===== src/rtl/branch_predict_unit.sv =====
// branch_predict_unit
//
// Branch target buffer with per-entry saturating direction counters and a
// saturating misprediction counter.
//
// The lookup path is combinational. The table is direct-mapped and is
// indexed by PC bits [IDX+1:2]. The tag is the PC bits above the index.
// Resolved branches coming back from ID update the table at the next rising
// edge. A taken branch that misses allocates an entry. A not-taken branch
// that misses is dropped.
//
// Parameters:
//   ENTRIES   - table depth, power of two, 4..256
//   PC_WIDTH  - PC and target width
//   CTR_WIDTH - direction counter width, 1..4
//
// Ports:
//   clk_i          - clock, all state changes on the rising edge
//   rst_i          - synchronous active-high reset
//   pc_i           - fetch PC to look up
//   hit_o          - indexed entry is valid and its tag matches
//   pred_taken_o   - hit and counter MSB set
//   pred_target_o  - stored target on a hit, zero otherwise
//   upd_valid_i    - resolved-branch strobe
//   upd_pc_i       - resolved branch PC
//   upd_target_i   - resolved branch target
//   upd_taken_i    - actual branch outcome
//   upd_mispred_i  - the earlier prediction was wrong
//   mispred_cnt_o  - saturating 16-bit misprediction count
//
// Configuration macro:
//   BPU_BYPASS_EN  - when defined, a lookup that matches a same-cycle
//                    writing update sees the post-update entry state.

module branch_predict_unit #(
  parameter int ENTRIES   = 16,
  parameter int PC_WIDTH  = 32,
  parameter int CTR_WIDTH = 2
) (
  input  logic                clk_i,
  input  logic                rst_i,
  input  logic [PC_WIDTH-1:0] pc_i,
  output logic                hit_o,
  output logic                pred_taken_o,
  output logic [PC_WIDTH-1:0] pred_target_o,
  input  logic                upd_valid_i,
  input  logic [PC_WIDTH-1:0] upd_pc_i,
  input  logic [PC_WIDTH-1:0] upd_target_i,
  input  logic                upd_taken_i,
  input  logic                upd_mispred_i,
  output logic [15:0]         mispred_cnt_o
);

  localparam int IDX   = $clog2(ENTRIES);
  localparam int TAG_W = PC_WIDTH - IDX - 2;

  localparam logic [CTR_WIDTH-1:0] CTR_MAX     = '1;
  localparam logic [CTR_WIDTH-1:0] CTR_WEAK_T  = CTR_WIDTH'(1) << (CTR_WIDTH - 1);
  localparam logic [CTR_WIDTH-1:0] CTR_WEAK_NT = CTR_WEAK_T - 1'b1;

  logic                 valid_q  [ENTRIES];
  logic                 valid_d  [ENTRIES];
  logic [TAG_W-1:0]     tag_q    [ENTRIES];
  logic [TAG_W-1:0]     tag_d    [ENTRIES];
  logic [PC_WIDTH-1:0]  target_q [ENTRIES];
  logic [PC_WIDTH-1:0]  target_d [ENTRIES];
  logic [CTR_WIDTH-1:0] ctr_q    [ENTRIES];
  logic [CTR_WIDTH-1:0] ctr_d    [ENTRIES];
  logic [15:0]          mispredCnt_q;
  logic [15:0]          mispredCnt_d;

  logic [IDX-1:0]       updIdx;
  logic [TAG_W-1:0]     updTag;
  logic                 updHit;
  logic                 updWrite;
  logic [CTR_WIDTH-1:0] updCtrNew;
  logic [PC_WIDTH-1:0]  updTargetNew;

  logic [IDX-1:0]       lkIdx;
  logic [TAG_W-1:0]     lkTag;
  logic                 lkHit;
  logic [CTR_WIDTH-1:0] lkCtr;
  logic [PC_WIDTH-1:0]  lkTarget;

  logic [3:0]           unusedPcBits;

  assign updIdx = upd_pc_i[IDX+1:2];
  assign updTag = upd_pc_i[PC_WIDTH-1:IDX+2];
  assign lkIdx  = pc_i[IDX+1:2];
  assign lkTag  = pc_i[PC_WIDTH-1:IDX+2];

  // The low two PC bits are always zero for aligned instructions.
  // They take no part in indexing or tagging.
  assign unusedPcBits = {pc_i[1:0], upd_pc_i[1:0]};

  // Work out the new contents of the entry an update targets.
  // On a hit the counter saturates in the direction of the outcome. Only
  // taken branches refresh the target, because a not-taken branch resolves
  // to its fall-through address and that address is not a useful target.
  // On a miss the entry is allocated as weakly taken. updWrite is only
  // raised when the update touches the table at all.
  always_comb begin
    updHit       = valid_q[updIdx] && (tag_q[updIdx] == updTag);
    updWrite     = upd_valid_i && (updHit || upd_taken_i);
    updCtrNew    = ctr_q[updIdx];
    updTargetNew = target_q[updIdx];
    if (updHit) begin
      if (upd_taken_i) begin
        updTargetNew = upd_target_i;
        if (ctr_q[updIdx] != CTR_MAX) begin
          updCtrNew = ctr_q[updIdx] + 1'b1;
        end
      end else if (ctr_q[updIdx] != '0) begin
        updCtrNew = ctr_q[updIdx] - 1'b1;
      end
    end else begin
      updCtrNew    = CTR_WEAK_T;
      updTargetNew = upd_target_i;
    end
  end

  // Next-state computation for the table and the misprediction counter.
  // The misprediction counter sticks at all-ones instead of wrapping.
  always_comb begin
    valid_d      = valid_q;
    tag_d        = tag_q;
    target_d     = target_q;
    ctr_d        = ctr_q;
    mispredCnt_d = mispredCnt_q;
    if (updWrite) begin
      valid_d[updIdx]  = 1'b1;
      tag_d[updIdx]    = updTag;
      target_d[updIdx] = updTargetNew;
      ctr_d[updIdx]    = updCtrNew;
    end
    if (upd_valid_i && upd_mispred_i && (mispredCnt_q != 16'hFFFF)) begin
      mispredCnt_d = mispredCnt_q + 16'd1;
    end
  end

  // State registers.
  // Reset wins over any update in the same cycle, so that update is lost.
  // Counters come out of reset weakly not-taken.
  always_ff @(posedge clk_i) begin
    if (rst_i) begin
      for (int i = 0; i < ENTRIES; i++) begin
        valid_q[i]  <= 1'b0;
        tag_q[i]    <= '0;
        target_q[i] <= '0;
        ctr_q[i]    <= CTR_WEAK_NT;
      end
      mispredCnt_q <= '0;
    end else begin
      valid_q      <= valid_d;
      tag_q        <= tag_d;
      target_q     <= target_d;
      ctr_q        <= ctr_d;
      mispredCnt_q <= mispredCnt_d;
    end
  end

  // Combinational lookup.
  // In bypass builds, a matching same-cycle writing update forwards the
  // entry contents it is about to write. A reset in the same cycle
  // cancels that update, so reset blocks the forward as well.
  always_comb begin
    lkHit    = valid_q[lkIdx] && (tag_q[lkIdx] == lkTag);
    lkCtr    = ctr_q[lkIdx];
    lkTarget = target_q[lkIdx];
`ifdef BPU_BYPASS_EN
    if (updWrite && !rst_i && (updIdx == lkIdx) && (updTag == lkTag)) begin
      lkHit    = 1'b1;
      lkCtr    = updCtrNew;
      lkTarget = updTargetNew;
    end
`endif
  end

  assign hit_o         = lkHit;
  assign pred_taken_o  = lkHit & lkCtr[CTR_WIDTH-1];
  assign pred_target_o = lkHit ? lkTarget : '0;
  assign mispred_cnt_o = mispredCnt_q;

endmodule


===== config.mk =====
export PLATFORM = sky130hd
export DESIGN_NAME = branch_predict_unit
export DESIGN_NICKNAME = d
export VERILOG_FILES = /design/src/rtl/branch_predict_unit.sv
export SDC_FILE = /design/constraint.sdc
export NUM_CORES = 2
export LEC_CHECK = 0
export CORE_MARGIN = 2
export CORE_UTILIZATION = 40
export DETAILED_ROUTE_END_ITERATION = 6
export HOLD_SLACK_MARGIN = 0.15
export PLACE_DENSITY = 0.63
export SETUP_SLACK_MARGIN = 0.05
export SLEW_MARGIN = 40
export SYNTH_ARGS = -nofsm -noshare
export SYNTH_HDL_FRONTEND = slang
export SYNTH_SLANG_ARGS = --single-unit

===== constraint.sdc =====
create_clock -name clk_i -period 7.9 [get_ports clk_i]
set_clock_uncertainty 0.05 [all_clocks]
set_input_delay 0.79 -clock clk_i [delete_from_list [all_inputs] [get_ports clk_i]]
set_output_delay 0.79 -clock clk_i [all_outputs]
set_load 0.01 [all_outputs]

==> results.cfg <==
[placement]
portBuffers = 146
gp_congestion = 0.836
pre_cts_ws_ns = 1.62
hpwlAfterDp_um = 90300

[timing]
setup-tns-final_ns = 0
timing.hold.ws_ns = 0.420
setup_viol = 0
period_share_pct = 81.1
worst_pin_slew_ns = 0.897
drv_slew = 0
rsz0062_at_grt = no
relSlewSlack_pct = 40.2
hold_violations = 0
clock.fmax_mhz = 156
layout_setup_ws_ns = 1.49
post-route-min-period_ns = 6.41

[drt]
vias_per_cell = 6.42
ant_nets = 0
drtIter0Drc = 4617
vias = 37000
drc = 0
dr.pass1.iters = 7
post_drt_wl_per_cell_um = 28.9
totalWireLength_um = 166000

[floorplanning]
dieArea_sq_mm = 0.127
die_x_um = 356
die_h_um = 356
pin_count = 151
rows = 129
core_sq_mm = 0.123
start_util_pct = 40.2

[synth]
ys_top_cells_by_count = 992 x dfxtp_1, 557 x mux2i_1, 550 x nand2_1
synth_area_sq_mm = 0.0496
ys_ff_latch = 992
synth_fp_nets = 4195
yosys.area.top_type = dfxtp_1
ys_warn_count = 0
ys_seq_area_share_pct = 40.0
netlist_instances = 4093
synth_edf_count = 0
synthTopCellsByArea = dfxtp_1 40%, mux4_2 24%, mux2i_1 11%
syn_area_per_cell_sq_um = 12.1
yosysMostFrequentCell = dfxtp_1
ys.flop_type = dfxtp_1
synth.top_cell.area_share_pct = 40.0
netlist-cell-type-count = 68
ys_async_sr_fraction_pct = 0

[clocking]
clkLatencyLatePin_ns = 0.73
postCtsSetupBuffers = 0
tritoncts = done
htreeDepth = 3
cts_buffers = 108
ctsRootBufferMaster = clkbuf_16
cts.sinks = 992
holdBufCountCts = 0
clkTransAtPathRegs_ns = 0.06
cts.repair.resized = 0
cts.path.max_buffers = 3

[cells_and_area]
nets = 4140
drive_above_1_share_pct = 22.8
fill_cells = 11000
syn_to_final_growth_pct = 13.2

[setup_path]
worstPathRequired_ns = 7.06
crit_arrival_ns = 5.57
startpoint_type = input port
cp_max_fo = 55
crit_type = input port to output pin
crit_path_end_kind = output pin

[grt]
gr-usage-all-layers_pct = 25.7
grt.overflow.total = 0
grt_pass1_vias = 36400
grt_pass1_wl_um = 245000
grt_max_degree = 141
grt_antenna_before_repair = 6

[pwr]
leakage_nw = 22.7
ir_drop_mv = 0.176
power.total_mw = 11.2
pwr_density_cell_mw_per_mm2 = 200

[hold_path]
hold_class = flop to flop

[outcome]
status = completed

[run]
cap_viol_max_count = 0
-- logic make-up after synthesis --
group | share of synthesized area [%]
AO/OA/AOI/OAI | 12.4
multiplexers | 35.6
buffers and inverters | 4.00
flip-flops | 40.0
adder cells (fa/ha/maj) | 0.0655
AND/OR/NAND/NOR | 6.84
XOR/XNOR | 1.09
-- stage by stage --
step	area (sq um)	utilization, %	cells
after floorplan	49600	-	4093
after global placement	52300	42.4	5549
after detailed placement	52400	42.4	5550
after CTS	56000	45.4	5746
after global routing	56200	45.5	5762
final	56200	45.5	5763
-- routing by layer --
layer  up-vias  track usage (%)  routed length, um
li1      15600                -                  -
met1     18900             35.8              68700
met2      2125             40.0              75700
met3       405             4.65              15200
met4         2             9.73               6640
met5         -                0                 13
-- registers in the layout, summed over array words and instances, names as in the netlist --
signal / flops
tag_q: 416
valid_q: 16
ctr_q: 32
mispred_cnt_o: 16
target_q: 512
-- where the power goes --
group | internal [mW] | leakage, nW | switching (mW) | total (mW)
clock network | 2.97 | 1.76 | 2.23 | 5.20
registers | 5.04 | 8.00 | 0.0296 | 5.07
logic | 0.329 | 12.9 | 0.627 | 0.957
total | 8.34 | 22.7 | 2.88 | 11.2
-- cells in the final DEF (no fill, tap or decap), types with 26 or more instances in the layout --
cell and count:
dfxtp_1 992, mux2i_1 557, nand2_1 550, a22o_1 523, mux4_2 522, clkdlybuf4s50_1 136, clkbuf_16 108, buf_4 95
nor2_1 71, xnor2_1 42, nor2b_1 39, mux2_2 32, clkbuf_1 26
-- critical path, cell delays in order --
cell	delay, ns
buf_8	0.47
buf_4	0.41
mux4_2	0.55
mux4_2	0.61
xnor2_1	0.19
nand3_1	0.09
nor3_1	0.57
nand4_1	0.19
buf_4	0.38
nor2b_1	0.52
clkdlybuf4s50_1	0.65
-- final cells by class --
class                      count  area, sq um  area share, %
sequential                   992        19900           35.3
tap                         1637         2050           3.64
multi-input combinational   2659        28100           50.0
clock buffer                 156         3100           5.52
timing repair buffer         262         2500           4.44
antenna                        2         5.00        0.00890
inverter                      15         67.6          0.120
clock inverter                40          522          0.928
-- final timing paths --
| check | startpoint | endpoint | slack [ns] | cells past startpoint |
|---|---|---|---|---|
| min | tag_q[225] | tag_q[225] | 0.42 | 2 |
| min reg2reg | tag_q[225] | tag_q[225] | 0.42 | 2 |
| max | pc_i[2] | pred_target_o[9] | 1.49 | 11 |
| max reg2reg | tag_q[9] | tag_q[179] | 3.18 | 9 |
(Power assumes the default switching activity.)
